--- config.mk ---
export PLATFORM = sky130hd
export DESIGN_NAME = quadrature_sampler
export DESIGN_NICKNAME = d
export VERILOG_FILES = /design/src/rtl/quadrature_sampler.sv
export SDC_FILE = /design/constraint.sdc
export NUM_CORES = 1
export LEC_CHECK = 0
export BUFFER_PORTS_ARGS = -buffer_cell sky130_fd_sc_hd__buf_2
export CORE_MARGIN = 8
export CORE_UTILIZATION = 50
export DETAILED_ROUTE_END_ITERATION = 12
export PLACE_DENSITY = 0.77
export SLEW_MARGIN = 40
export SYNTH_ARGS = -nofsm -noshare
export SYNTH_HDL_FRONTEND = slang
export SYNTH_SLANG_ARGS = --single-unit
--- constraint.sdc ---
create_clock -name clk -period 3.1 [get_ports clk]
set_input_delay 0.155 -clock clk [delete_from_list [all_inputs] [get_ports clk]]
set_output_delay 0.155 -clock clk [all_outputs]
set_load 0.02 [all_outputs]
--- src/rtl/quadrature_sampler.sv ---
// -----------------------------------------------------------------------------
// quadrature_sampler
//
// Sequences the quadrature decoder's displacement counter. Every programmed
// period it snapshots the running displacement and publishes the signed change
// since the previous snapshot (a velocity sample) on a valid/ready stream.
// It also watches the decoder's hw_err strobe, parks in FAULT, and on host
// request runs a recovery step that pulses clear_displacement to zero the
// decoder count.
//
// Build option:
//   QUAD_SAMPLER_STALL_EN  when defined, counts consecutive zero-delta samples
//                          and raises stall after STALL_SAMPLES of them.
//                          When undefined, stall is tied low.
//
// Ports:
//   clk                 in   system clock
//   rst_n               in   synchronous active-low reset
//   enable              in   1 = run periodic sampling
//   period              in   sample period in clk cycles (0 treated as 1),
//                            latched when leaving IDLE
//   displacement        in   decoder running count (two's complement, wraps)
//   hw_err              in   decoder illegal-transition strobe
//   clear_displacement  out  one-cycle pulse zeroing the decoder count
//   fault_clear         in   host request to leave FAULT
//   sample_delta        out  signed displacement change over the last period
//   sample_valid        out  sample_delta holds an unconsumed sample
//   sample_ready        in   consumer accepts when sample_valid & sample_ready
//   sample_overrun      out  sticky: an unconsumed sample was overwritten
//   fault               out  1 while in FAULT
//   stall               out  motion stalled (stall option only)
//   dbg_state           out  current FSM state encoding
//
// Stream handshake: a sample transfers on any clock edge where sample_valid
// and sample_ready are both high. sample_delta is stable while sample_valid
// is high unless a newer sample overwrites it, which sets sample_overrun
// (except when the old sample is accepted on that same edge).
// -----------------------------------------------------------------------------
module quadrature_sampler #(
   parameter int COUNTER_WIDTH = 32,
   parameter int STALL_SAMPLES = 8
) (
   input  logic                     clk,
   input  logic                     rst_n,
   input  logic                     enable,
   input  logic [COUNTER_WIDTH-1:0] period,
   input  logic [COUNTER_WIDTH-1:0] displacement,
   input  logic                     hw_err,
   output logic                     clear_displacement,
   input  logic                     fault_clear,
   output logic [COUNTER_WIDTH-1:0] sample_delta,
   output logic                     sample_valid,
   input  logic                     sample_ready,
   output logic                     sample_overrun,
   output logic                     fault,
   output logic                     stall,
   output logic [2:0]               dbg_state
);

   typedef enum logic [2:0] {
      S_IDLE    = 3'd0,
      S_ARM     = 3'd1,
      S_RUN     = 3'd2,
      S_FAULT   = 3'd3,
      S_RECOVER = 3'd4
   } state_t;

   state_t                   state_q;
   logic [COUNTER_WIDTH-1:0] period_q;
   logic [COUNTER_WIDTH-1:0] timer_q;
   logic [COUNTER_WIDTH-1:0] prev_q;
   logic [COUNTER_WIDTH-1:0] delta_q;
   logic                     valid_q;
   logic                     overrun_q;
   logic                     fault_q;
   logic                     clear_q;

   logic [COUNTER_WIDTH-1:0] period_d;
   logic [COUNTER_WIDTH-1:0] delta_d;
   logic                     sample_now_d;
   logic                     accept_d;

   always_comb begin
      period_d     = (period == '0) ? COUNTER_WIDTH'(1) : period;
      // Modular subtraction gives the correct signed delta across counter wrap.
      delta_d      = displacement - prev_q;
      // hw_err and a disabled run both suppress the sample due this cycle.
      sample_now_d = (state_q == S_RUN) && enable && !hw_err && (timer_q == '0);
      accept_d     = valid_q && sample_ready;
   end

   always_ff @(posedge clk) begin
      if (!rst_n) begin
         state_q   <= S_IDLE;
         period_q  <= '0;
         timer_q   <= '0;
         prev_q    <= '0;
         delta_q   <= '0;
         valid_q   <= 1'b0;
         overrun_q <= 1'b0;
         fault_q   <= 1'b0;
         clear_q   <= 1'b0;
      end else begin
         clear_q <= 1'b0;

         // Output stream: a landing sample wins over a consume on the same edge.
         if (sample_now_d) begin
            delta_q <= delta_d;
            valid_q <= 1'b1;
            if (valid_q && !sample_ready) begin
               overrun_q <= 1'b1;
            end
         end else if (accept_d) begin
            valid_q <= 1'b0;
         end

         case (state_q)
            S_IDLE: begin
               if (enable) begin
                  period_q <= period_d;
                  state_q  <= S_ARM;
               end
            end
            S_ARM: begin
               if (hw_err) begin
                  fault_q <= 1'b1;
                  state_q <= S_FAULT;
               end else begin
                  prev_q  <= displacement;
                  timer_q <= period_q - 1'b1;
                  state_q <= S_RUN;
               end
            end
            S_RUN: begin
               if (hw_err) begin
                  fault_q <= 1'b1;
                  state_q <= S_FAULT;
               end else if (!enable) begin
                  state_q <= S_IDLE;
               end else if (timer_q == '0) begin
                  prev_q  <= displacement;
                  timer_q <= period_q - 1'b1;
               end else begin
                  timer_q <= timer_q - 1'b1;
               end
            end
            S_FAULT: begin
               // Recovery effects are applied on entry so they are visible
               // during the single RECOVER cycle alongside the clear pulse.
               if (fault_clear) begin
                  fault_q   <= 1'b0;
                  clear_q   <= 1'b1;
                  prev_q    <= '0;
                  overrun_q <= 1'b0;
                  valid_q   <= 1'b0;
                  state_q   <= S_RECOVER;
               end
            end
            S_RECOVER: begin
               state_q <= enable ? S_ARM : S_IDLE;
            end
            default: begin
               state_q <= S_IDLE;
            end
         endcase
      end
   end

`ifdef QUAD_SAMPLER_STALL_EN
   localparam int STALL_CNT_W = $clog2(STALL_SAMPLES + 1);

   logic [STALL_CNT_W-1:0] stall_cnt_q;
   logic                   stall_q;

   always_ff @(posedge clk) begin
      if (!rst_n || state_q == S_ARM || state_q == S_FAULT) begin
         stall_cnt_q <= '0;
         stall_q     <= 1'b0;
      end else if (sample_now_d) begin
         if (delta_d == '0) begin
            if (stall_cnt_q != STALL_CNT_W'(STALL_SAMPLES)) begin
               stall_cnt_q <= stall_cnt_q + 1'b1;
            end
            // The sample landing now is number stall_cnt_q + 1.
            stall_q <= (stall_cnt_q >= STALL_CNT_W'(STALL_SAMPLES - 1));
         end else begin
            stall_cnt_q <= '0;
            stall_q     <= 1'b0;
         end
      end
   end

   assign stall = stall_q;
`else
   // Stall detection compiled out; the parameter stays referenced so both
   // builds elaborate the same interface without unused-parameter noise.
   assign stall = (STALL_SAMPLES < 0) & 1'b0;
`endif

   assign clear_displacement = clear_q;
   assign sample_delta       = delta_q;
   assign sample_valid       = valid_q;
   assign sample_overrun     = overrun_q;
   assign fault              = fault_q;
   assign dbg_state          = state_q;

endmodule

## Word level (Yosys, flattened, before mapping)

Cells that the tools add are included.
W data, S select, Z words.

- Register bits: 135
- Input port bits: 70
- Output and inout bits: 40
- Logic and storage cells: 75

- $add $sub $neg: 3
- Equal/unequal tests: 12
- Muxes and demuxes: 31
- Reductions and logical operators: 20

Operators with widths:

| kind | count |
|---|---|
| $mux W32 | 10 |
| $pmux W32 S3 | 1 |
| $logic_not A32 Y1 | 2 |
| $pmux W32 S2 | 1 |
| $sub A32 B1 Y32 const B | 2 |
| $sub A32 B32 Y32 | 1 |
| $pmux W3 S5 | 1 |
| $mux W1 | 13 |
| $mux W3 | 4 |
| $ne A2 B2 Y1 const B | 5 |
| $eq A3 B2 Y1 const B | 2 |
| $reduce_and A3 Y1 | 2 |
| $reduce_and A6 Y1 | 1 |
| $logic_and A1 B1 Y1 | 5 |
| $ne A2 B1 Y1 const B | 2 |
| $reduce_and A2 Y1 | 2 |
| $reduce_and A4 Y1 | 1 |
| $reduce_bool A2 Y1 | 2 |
| $eq A3 B1 Y1 const B | 1 |
| $eq A3 B3 Y1 const B | 1 |
| $logic_not A3 Y1 | 1 |
| $ne A3 B3 Y1 const B | 1 |
| $reduce_bool A3 Y1 | 1 |
| $logic_not A1 Y1 | 2 |
| 2 further kinds | 2 |

## Longest topological paths before layout

Gate-level depths: netlist of run 1.

- Depth after elaboration: 7
- Mapped depth: 12
- Depth with buffers taken out: 12

## Worst setup path after synthesis of run 1

No wires, ideal clock.

- Kind: flip-flop to flip-flop
- Start point: reg period_q[7]
- End point: reg timer_q[31]
- Setup time: 0.128 ns
- Arrival: 2.694 ns
- Data required time: 2.972 ns
- Slack: 0.279 ns
- Cell stages (with the launch flop): 12
- Path buffers: 2
- Period minus slack after synthesis: 2.821 ns
- Cells stage by stage: dfxtp_1 > or4_4 > or3_1 > buf_2 > or3_4 > or3_1 > buf_6 > nor3_2 > xnor2_1 > o21ai_1 > a22oi_1 > nor2_1

- Word-level cells in the longest chain between the ends: 5
- Elaborated cells between the ends (all ways): 6
- Those cells by class: 1 x add/sub; 5 x mux

Ends and longest elaborated chain:

| element | RTL line | source |
|---|---|---|
| start, declared | 69 | `logic [COUNTER_WIDTH-1:0] period_q;` |
| start signal, assigned | 120 | `period_q <= period_d;` |
| $sub A32 B1 Y32 * | 130, 142 |  |
| $mux W32 | 140 | `end else if (timer_q == '0) begin` |
| $mux W32 | 138 | `end else if (!enable) begin` |
| $mux W32 | 135 | `if (hw_err) begin` |
| $pmux W32 S2 * | 117 | `case (state_q)` |
| end signal, assigned | 130 | `timer_q <= period_q - 1'b1;` |
| end signal, assigned | 142 | `timer_q <= period_q - 1'b1;` |
| end signal, assigned | 144 | `timer_q <= timer_q - 1'b1;` |
| end, declared | 70 | `logic [COUNTER_WIDTH-1:0] timer_q;` |

Mark *: on every way between the ends. The rest lies on a longest branch, timed or not. The select of a mux whose other input is x is not followed.
A chain may end at the register's enable or synchronous reset.

## Worst setup path after layout of run 1

- Start point: reg period_q[7]
- End point: reg timer_q[26]

The elaborated chain is that of the path after synthesis.

==> results of run 1 <==
routing by layer:
layer	GRT usage	wire, microns
met1	0.293	10200
met4	0.0831	408
met5	0	0
met2	0.361	10600
met3	0.0470	1480
layout make-up:
cell class / instances / area share
clock buffers: 21 / 0.0474
clock inverters: 11 / 0.0147
inverters: 49 / 0.0186
multi-input cells: 845 / 0.488
flip-flops and latches: 135 / 0.272
well taps: 216 / 0.0272
repair buffers: 185 / 0.132
metrics by stage:
step	worst slack [ns]	hold WS, ns
6_report	0.157	0.00826
4_1_cts	0.0803	0.000721
3_5_place_dp	0.113	0.416
5_1_grt	0.0187	0.0133
2_1_floorplan	0.279	0.291
3_3_place_gp	0.154	0.410
power groups by stage:
stage	Combinational [mW]	Clock (mW)	Sequential, mW
2_1_floorplan	1.29	0	1.99
3_3_place_gp	1.74	0	2.01
3_5_place_dp	1.76	0	2.01
4_1_cts	1.83	2.14	1.97
5_1_grt	2.08	2.21	2.00
6_report	1.87	2.12	1.98
registers in the layout, summed over array words and instances, names as in the netlist:
name	flops
sample_delta	32
sample_valid	1
fault	1
prev_q	32
clear_displacement	1
timer_q	32
dbg_state	3
sample_overrun	1
period_q	32
worst max-delay path: stages, from the launching register on:
cell and delay [ns]:
dfxtp_1 0.36, or4_4 0.57, or3_4 0.38, or3_4 0.41, or3_4 0.41, nor4_2 0.22
xnor2_1 0.16, nor2_1 0.06, a31oi_1 0.16, o22ai_1 0.09
layout by cell type, fill, tap and decap left out, types with 6 or more instances in the layout:
| cell type | Yosys | final |
|---|---|---|
| dfxtp_1 | 135 | 135 |
| o22ai_1 | 7 | 7 |
| a211oi_1 | 13 | 12 |
| a21oi_1 | 140 | 140 |
| a22oi_1 | 9 | 9 |
| buf_4 | 1 | 20 |
| xnor2_1 | 27 | 27 |
| o21ai_1 | 8 | 8 |
| nand4_1 | 8 | 8 |
| o21bai_1 | 6 | 6 |
| inv_1 | 49 | 48 |
| buf_2 | 6 | 108 |
| a31oi_1 | 9 | 9 |
| a21o_1 | 6 | 6 |
| or4_1 | 7 | 7 |
| nor3_1 | 30 | 27 |
| and3_1 | 6 | 6 |
| xor2_1 | 24 | 24 |
| ha_1 | 34 | 34 |
| dlygate4sd3_1 | 0 | 52 |
| o211ai_1 | 7 | 7 |
| nor4_1 | 22 | 21 |
| nand3_1 | 62 | 62 |
| nand2b_1 | 14 | 14 |
| o21ai_0 | 65 | 65 |
| or3_1 | 13 | 11 |
| nor2_1 | 76 | 76 |
| nand3b_1 | 6 | 6 |
| nand2_1 | 188 | 188 |
| clkbuf_16 | 0 | 17 |
cells by family (layout without fill, tap and decap cells):
group / count (synthesis) / in the layout / share of synthesized area
xor+xnor: 51 / 51 / 0.0562
other cells: 1 / 1 / 0.000471
fa+ha+maj: 35 / 35 / 0.0560
simple gates: 458 / 458 / 0.273
buf+inv: 114 / 266 / 0.0562
mux: 5 / 5 / 0.00645
flops: 135 / 135 / 0.340
compound gates: 295 / 295 / 0.212
what timing repair did:
item                                    in CTS  in global routing
hold buffers                                52                  0
hold endpoints to repair                    52                  0
endpoints found under the setup margin       0                 10
gates resized for setup                      0                  4
buffers inserted                             0                  0
path summary, 6_finish.rpt:
kind / endpoint / startpoint / depth (start not counted)
hold reg to reg: sample_delta[11] / sample_delta[11] / 2
setup reg to reg: timer_q[26] / period_q[7] / 9
setup / recovery: timer_q[26] / period_q[7] / 9
hold / removal: prev_q[15] / displacement[15] / 3
==> results by group, run 1 <==
Global routing
  – Vias in the first global route: 7714
  – Tot GR Track Use: 0.226
  – Grt ovf: 0
  – Largest net degree at the start of global routing: 85
  – Initial antenna violation count: 0
  – First-pass GRT wire length: approximately 37000 microns

Logic synthesis
  – Synth area leaders: dfxtp_1 34%, nand2_1 8.9%, a21oi_1 8.8%
  – Syn_nets: 1199
  – Synthesized flop and latch total: about 140
  – Top FF cell, synth: dfxtp_1
  – Top cell type's share of synthesized area: 0.340
  – Synth Instances: approximately 1100
  – Syn Area/Cell: approximately 7.3 sq um
  – Cell Area, Synth: 7950 sq um
  – Leading area contributor after synthesis: dfxtp_1
  – Netlist cell types: 65
  – Most common cell in the netlist: nand2_1
  – Number of flops mapped to enable cells by yosys: 0
  – Seq/Total Area, Yosys: 0.340
  – Warnings, synthesis: 0
  – Synth top cells by count: 188 x nand2_1, 140 x a21oi_1, 135 x dfxtp_1
  – Asr flop ratio synth: 0

STA
  – Period minus WS final: between 2 and 3 ns
  – Rel. slew slack: 0.527
  – Max Fclk: between 0.3 and 0.4 GHz
  – Setup violations, final: 0
  – Final Cycle Share: 0.949
  – Clock skew: approximately 0.011 ns
  – Total Neg Setup Slack: 0 ns
  – Final Hold Fails: 0
  – RSZ-0062 raised after global routing: false
  – Least-Margin Pin Slew: roughly 0.71 ns
  – Max Slew Vio Count: 0

Placed design
  – Port buffer count: 108
  – Placed Area: just under 9000 sq um
  – Placed instance count: between 1000 and 1500
  – Final HPWL DP: about 15000 microns
  – Gpl congestion: about 0.85

Run status
  – Status: complete, no violations

Cells and area
  – Register area: about 2700 sq um
  – Layout Utilization: 0.632
  – Fillers: between 1000 and 1500
  – Inserted Diodes: 0
  – Non-Filler Instances: roughly 1500
  – Share of layout cells above drive strength 1: 0.149
  – Finished Cell Area: about 9900 sq um
  – Area occupied by multi-input gates: just under 5000 sq um
  – Syn-to-layout area delta: 24.9%
  – Final nets: approximately 1300

Worst hold path
  – Hold WC Path Type: primary input to register

CTS
  – Clock Tree Buf Depth: 2
  – Root Driver: clkbuf_16
  – CTS Buf Count: 17
  – Sink Count: 135
  – Reg clk slew, reported paths: 0.06 ns
  – Skew-Pair Late Insertion Delay: ~0.43 ns
  – H-tree depth: 4
  – CTS tree: built

Setup path
  – R2r setup slk: ~0.16 ns
  – Kind of critical path: register to register
  – Startpoint types: register
  – CP max FO: 6
  – Crit path capture type: register
  – Critical Path AT: around 3.2 ns
  – Worst path required time: roughly 3.4 ns

Power
  – Clock group share of total power: 0.355
  – Cell Int Power: 3.93 mW
  – Logic pwr share: 0.314
  – Switch share: 0.341
  – PD cells: 601 nW/um^2
  – Sequential group share of total power: 0.331
  – Sw power: 2.04 mW
  – Tot Pwr: 5.97 mW
  – P_leak: 3.93 nW
  – Maximum vdd ir drop: 0.484 mV

Die
  – Full die area: ~20000 sq um
  – Initial core utilization: 0.506
  – Std-Cell Rows: 46
  – Die extent in x: 142 microns
  – Ports: 110
  – Die H: roughly 140 microns
  – Core area: 15700 sq um

Routing
  – Vias/cell: between 5 and 6
  – Post-Route WL: ~23000 microns
  – Drt first pass iters: 5
  – DRT iter0 DRCs: between 600 and 700
  – Antenna viol nets, final: 0
  – Detailed-route wire length per cell: 15.5 microns
  – DRC Markers: 0
  – Via Count: 8354

Flow run
  – Max-cap violations: 0
(Power assumes the default switching activity.)
==> run 2, diff against run 1 <==
--- a/config.mk
+++ b/config.mk
@@ -5,7 +5,7 @@
 export SDC_FILE = /design/constraint.sdc
 export NUM_CORES = 1
 export LEC_CHECK = 0
-export BUFFER_PORTS_ARGS = -buffer_cell sky130_fd_sc_hd__buf_2
+export BUFFER_PORTS_ARGS = -buffer_cell sky130_fd_sc_hd__buf_4
 export CORE_MARGIN = 8
 export CORE_UTILIZATION = 50
 export DETAILED_ROUTE_END_ITERATION = 12
==> run 2 against run 1 <==
Clock power down 5%; total power down 1.8%; count of clock-buffer cells in the layout down 2; combinational power about the same; final area down 0.45%; register-to-register slack better by 0.04 ns; critical path depth unchanged; first-iteration DRC count down 28%; sequential power about the same; die area unchanged; highest routed layer unchanged.
==> results by group, run 2 (synthesis results as in run 1) <==
STA
  – RSZ-0062 raised after global routing: false (unchanged)
  – Final Cycle Share: 0.936 (was 0.949)
  – Rel. slew slack: 0.522 (was 0.527)
  – Final Hold Fails: 0 (unchanged)
  – Period minus WS final: 2.90 ns (was 2.94 ns)
  – Max Slew Vio Count: 0 (unchanged)
  – Clock skew: 0.00711 ns (was 0.0108 ns)
  – Final WS setup: 0.200 ns (was 0.157 ns)
  – Setup violations, final: 0 (unchanged)
  – Hold WS: 0.00857 ns (was 0.00826 ns)
  – Total Neg Setup Slack: 0 ns (unchanged)
  – Max Fclk: 0.345 GHz (was 0.340 GHz)
  – Least-Margin Pin Slew: 0.718 ns (was 0.710 ns)

Global routing
  – Tot GR Track Use: 0.222 (was 0.226)
  – Largest net degree at the start of global routing: 81 (was 85)
  – Initial antenna violation count: 0 (unchanged)
  – Grt ovf: 0 (unchanged)
  – First-pass GRT wire length: 36800 microns (was 37500 microns)
  – Vias in the first global route: 7564 (was 7714)

CTS
  – Postcts setup bufs: 0 (unchanged)
  – Reg clk slew, reported paths: 0.06 ns (about the same)
  – Root Driver: clkbuf_16 (unchanged)
  – Clock Tree Buf Depth: 2 (unchanged)
  – H-tree depth: 4 (unchanged)
  – Sink Count: 135 (unchanged)
  – CTS tree: built (unchanged)
  – Skew-Pair Late Insertion Delay: 0.42 ns (was 0.43 ns)
  – CTS Buf Count: 17 (unchanged)

Placed design
  – Placed Area: 9010 sq um (was 8770 sq um)
  – Placed instance count: 1378 (unchanged)
  – Worst slack, placed: 0.102 ns (was 0.113 ns)
  – Final HPWL DP: 15300 microns (about the same)
  – Gpl congestion: 0.872 (was 0.853)
  – Port buffer count: 108 (unchanged)

Power
  – Tot Pwr: 5.86 mW (was 5.97 mW)
  – P_leak: 3.86 nW (was 3.93 nW)
  – PD cells: 593 nW/um^2 (was 601 nW/um^2)
  – Maximum vdd ir drop: 0.458 mV (was 0.484 mV)

Die
  – Die extent in x: 142 microns (unchanged)
  – Die H: 142 microns (unchanged)
  – Core area: 15700 sq um (unchanged)
  – Std-Cell Rows: 46 (unchanged)
  – Full die area: 20200 sq um (unchanged)
  – Initial core utilization: 0.506 (unchanged)
  – Ports: 110 (unchanged)

Cells and area
  – Syn-to-layout area delta: 24.3% (was 24.9%)
  – Share of layout cells above drive strength 1: 0.151 (was 0.149)
  – Layout Utilization: 0.629 (was 0.632)
  – Non-Filler Instances: 1435 (was 1462)
  – Commonest non-fill, non-tap cell in the layout: nand2_1 (unchanged)
  – Finished Cell Area: 9890 sq um (was 9930 sq um)
  – Fillers: 1401 (was 1352)
  – Register area: 2700 sq um (unchanged)
  – Area occupied by multi-input gates: 4840 sq um (was 4850 sq um)
  – Commonest cells after routing, fill and taps aside: 188 x nand2_1, 140 x a21oi_1, 135 x dfxtp_1 (unchanged)
  – Inserted Diodes: 0 (unchanged)
  – Final nets: 1313 (was 1338)

Setup path
  – Startpoint types: register (unchanged)
  – Worst path required time: 3.38 ns (was 3.40 ns)
  – Kind of critical path: register to register (unchanged)
  – Critical Path AT: 3.18 ns (was 3.24 ns)
  – CP max FO: 6 (unchanged)
  – Crit path capture type: register (unchanged)

Routing
  – Antenna viol nets, final: 0 (unchanged)
  – DRT iter0 DRCs: 455 (was 629)
  – Detailed-route wire length per cell: 15.6 microns (was 15.5 microns)
  – Drt first pass iters: 5 (unchanged)
  – DRC Markers: 0 (unchanged)
  – Post-Route WL: 22400 microns (was 22700 microns)
  – Vias/cell: 5.62 (was 5.71)
  – Via Count: 8070 (was 8354)

Worst hold path
  – Hold WC Path Type: primary input to register (unchanged)

Run status
  – Status: complete, no violations (unchanged)

Flow run
  – Max-cap violations: 0 (unchanged)
run 2: cell type report:
class / instances / area share
clock inverter: 11 / 0.0127
clock buffer: 19 / 0.0458
timing repair buffer: 160 / 0.132
tap: 216 / 0.0273
sequential: 135 / 0.273
inverter: 49 / 0.0187
multi-input combinational: 845 / 0.490
run 2: per-layer routing:
| metal | GRT usage | share of wire | routed length (microns) |
|---|---|---|---|
| met1 | 0.287 | 0.45 | 9980 |
| met4 | 0.0831 | 0.025 | 553 |
| met5 | 0 | 0 | 0 |
| met3 | 0.0460 | 0.067 | 1490 |
| met2 | 0.357 | 0.46 | 10400 |
run 2: worst max-delay path: stages (launching register included):
cell and delay [ns]:
dfxtp_1 0.35, or4_4 0.56, or3_1 0.41, or3_4 0.43, or3_4 0.39, nor3_2 0.14, xnor2_1 0.16, o21ai_1 0.08
a22oi_1 0.20, nor2_1 0.06
run 2: worst paths after layout:
path | start | slack (ns) | endpoint | cells after the start
max | period_q[7] | 0.20 | timer_q[31] | 9
min | period[11] | 0.009 | period_q[11] | 3
max reg2reg | period_q[7] | 0.20 | timer_q[31] | 9
min reg2reg | prev_q[5] | 0.45 | prev_q[5] | 2
run 2: repair_timing:
item | CTS | global route
setup endpoints to repair | 0 | 42
hold buffers | 26 | 1
hold endpoints to repair | 26 | 1
resized for setup | 0 | 3
run 2: power by group:
part | leakage, nW | internal, mW | switching, mW | total [mW]
combinational | 2.48 | 0.748 | 1.12 | 1.87
clock | 0.281 | 1.22 | 0.790 | 2.01
sequential | 1.10 | 1.86 | 0.121 | 1.98
==> run 3, diff against run 2 <==
--- a/config.mk
+++ b/config.mk
@@ -7,9 +7,9 @@
 export LEC_CHECK = 0
 export BUFFER_PORTS_ARGS = -buffer_cell sky130_fd_sc_hd__buf_4
 export CORE_MARGIN = 8
-export CORE_UTILIZATION = 50
+export CORE_UTILIZATION = 40
 export DETAILED_ROUTE_END_ITERATION = 12
-export PLACE_DENSITY = 0.77
+export PLACE_DENSITY = 0.65
 export SLEW_MARGIN = 40
 export SYNTH_ARGS = -nofsm -noshare
 export SYNTH_HDL_FRONTEND = slang
==> run 3 against run 2 <==
Sequential share of layout area decreased by 0.45 points; critical path depth unchanged; sequential power hardly changed; die area up 22%; routed wire length grew 3.9%; largest power group is now sequential cells.
==> results by group, run 3 (synthesis results as in run 1) <==
Setup path
  – Worst path top cell family by delay: simple AND/OR/NAND/NOR gates (unchanged)
  – Startpoint types: register (unchanged)
  – Worst R2R End: timer_q[26] (was timer_q[31])
  – Worst Setup SP: period_q[7] (unchanged)
  – Buf+Inv Stages, Crit Path: 0 (unchanged)
  – Worst path required time: 3.39 ns (was 3.38 ns)
  – CP peak stage delay: 0.56 ns (about the same)
  – Crit path capture type: register (unchanged)
  – CP max FO: 6 (unchanged)
  – Critical Path AT: 3.20 ns (was 3.18 ns)
  – Slowest-stage cell, CP: or4_4 (unchanged)
  – CP cell instances: or4_4, or3_1, or3_4, or3_4, nor4_2, xnor2_1, nor2_1, a31oi_1, o22ai_1 (was or4_4, or3_1, or3_4, or3_4, nor3_2, xnor2_1, o21ai_1, a22oi_1, nor2_1)
  – Kind of critical path: register to register (unchanged)
  – R2r setup slk: 0.19 ns (was 0.20 ns)
  – CP most frequent cell: or3_4 (unchanged)
  – Worst r2r src: period_q[7] (unchanged)
  – Worst Reg2Reg Path Length in Cells: 9 (unchanged)

Routing
  – Vias/cell: 5.41 (was 5.62)
  – Drt first pass iters: 5 (unchanged)
  – Detailed-route wire length per cell: 15.5 microns (was 15.6 microns)
  – Via Count: 8115 (was 8070)
  – DRT iter0 DRCs: 570 (was 455)
  – DRC Markers: 0 (unchanged)
  – Antenna viol nets, final: 0 (unchanged)
  – Post-Route WL: 23200 microns (was 22400 microns)

Die
  – Std-Cell Rows: 51 (was 46)
  – Die extent in x: 157 microns (was 142 microns)
  – Full die area: 24700 sq um (was 20200 sq um)
  – Ports: 110 (unchanged)
  – Die H: 157 microns (was 142 microns)
  – Core area: 19500 sq um (was 15700 sq um)
  – Initial core utilization: 0.409 (was 0.506)

Placed design
  – Placed instance count: 1430 (was 1378)
  – Gpl congestion: 0.859 (was 0.872)
  – Final HPWL DP: 16400 microns (was 15300 microns)
  – Port buffer count: 108 (unchanged)

Cells and area
  – Share of layout cells above drive strength 1: 0.149 (was 0.151)
  – Inserted Diodes: 0 (unchanged)
  – Syn-to-layout area delta: 26.4% (was 24.3%)
  – Layout Utilization: 0.517 (was 0.629)
  – Commonest cells after routing, fill and taps aside: 188 x nand2_1, 140 x a21oi_1, 135 x dfxtp_1 (unchanged)
  – Commonest non-fill, non-tap cell in the layout: nand2_1 (unchanged)
  – Final nets: 1329 (was 1313)
  – Non-Filler Instances: 1501 (was 1435)

Worst hold path
  – WHS Endpoint: prev_q[15] (was period_q[11])
  – Hold WC Path Type: primary input to register (unchanged)
  – Hold Path Cell Cnt: 3 (unchanged)
  – Hold Crit Start: displacement[15] (was period[11])

STA
  – Hold WS: 0.0118 ns (was 0.00857 ns)
  – Final Cycle Share: 0.940 (was 0.936)
  – Least-Margin Pin Slew: 0.770 ns (was 0.718 ns)
  – Setup violations, final: 0 (unchanged)
  – Max Slew Vio Count: 0 (unchanged)
  – Rel. slew slack: 0.487 (was 0.522)
  – Max Fclk: 0.343 GHz (was 0.345 GHz)
  – Period minus WS final: 2.91 ns (was 2.90 ns)
  – Final Hold Fails: 0 (unchanged)
  – RSZ-0062 raised after global routing: false (unchanged)
  – Total Neg Setup Slack: 0 ns (unchanged)
  – Clock skew: 0.0104 ns (was 0.00711 ns)

Power
  – Tot Pwr: 5.74 mW (was 5.86 mW)
  – Maximum vdd ir drop: 0.398 mV (was 0.458 mV)
  – P_leak: 3.91 nW (was 3.86 nW)
  – PD cells: 570 nW/um^2 (was 593 nW/um^2)

CTS
  – H-tree depth: 4 (unchanged)
  – Skew-Pair Late Insertion Delay: 0.42 ns (about the same)
  – CTS Buf Count: 17 (unchanged)
  – Sink Count: 135 (unchanged)
  – Reg clk slew, reported paths: 0.06 ns (about the same)
  – CTS tree: built (unchanged)
  – Root Driver: clkbuf_16 (unchanged)
  – Clock Tree Buf Depth: 2 (unchanged)
  – Postcts setup bufs: 0 (unchanged)

Run status
  – Status: complete, no violations (unchanged)

Global routing
  – Initial antenna violation count: 0 (unchanged)
  – Grt ovf: 0 (unchanged)
  – Largest net degree at the start of global routing: 43 (was 81)
  – First-pass GRT wire length: 38000 microns (was 36800 microns)
  – Vias in the first global route: 7663 (was 7564)
  – Tot GR Track Use: 0.189 (was 0.222)

Flow run
  – Max-cap violations: 0 (unchanged)
## run 3: what timing repair did
| item | CTS | global route |
|---|---|---|
| endpoints found under the setup margin | 0 | 5 |
| hold buffers | 40 | 0 |
| hold endpoints to repair | 40 | 0 |
| gates resized for setup | 0 | 3 |
## run 3: layer usage
metal / up-vias / share of wire / wire length, microns / global-route usage
li1: 4104 / - / - / -
met1: 3816 / 0.48 / 11200 / 0.255
met2: 181 / 0.46 / 10700 / 0.306
met3: 14 / 0.047 / 1100 / 0.0345
met4: 0 / 0.0085 / 197 / 0.0462
met5: - / 0 / 0 / 0
## run 3: layout make-up
class	count	area, sq um
Sequential cell	135	2700
Multi-Input combinational cell	845	4840
Fill cell	1889	9410
Clock inverter	8	48.8
Inverter	49	185
Clock buffer	23	478
Timing Repair Buffer	176	1470
Tap cell	265	332
## run 3: per-stage QoR
| step | instance area, sq um | worst slack, ns |
|---|---|---|
| after floorplan | 7950 | 0.279 |
| after global placement | 9090 | 0.136 |
| after detailed placement | 9120 | 0.146 |
| after CTS | 10000 | 0.0796 |
| after global routing | 10100 | 0.0376 |
| final | 10100 | 0.187 |
## run 3: worst reg2reg max path, stage by stage, from the launching register on
cell and delay [ns]:
dfxtp_1 0.36, or4_4 0.56, or3_1 0.41, or3_4 0.42, or3_4 0.41, nor4_2 0.17, xnor2_1 0.15, nor2_1 0.06
a31oi_1 0.16, o22ai_1 0.09
## run 3: worst max-delay path by stage
stage / cells after the start / to / slack, ns
2_1_floorplan: 11 / timer_q[31] / 0.28
5_1_grt: 13 / sample_delta[30] / 0.04
3_5_place_dp: 9 / timer_q[31] / 0.15
4_1_cts: 14 / sample_delta[28] / 0.08
6_report: 9 / timer_q[26] / 0.19
3_3_place_gp: 9 / timer_q[31] / 0.14
## run 3: power by group
group | switching (mW) | internal [mW]
combinational | 1.13 | 0.772
sequential | 0.122 | 1.86
clock | 0.776 | 1.08
total | 2.02 | 3.71
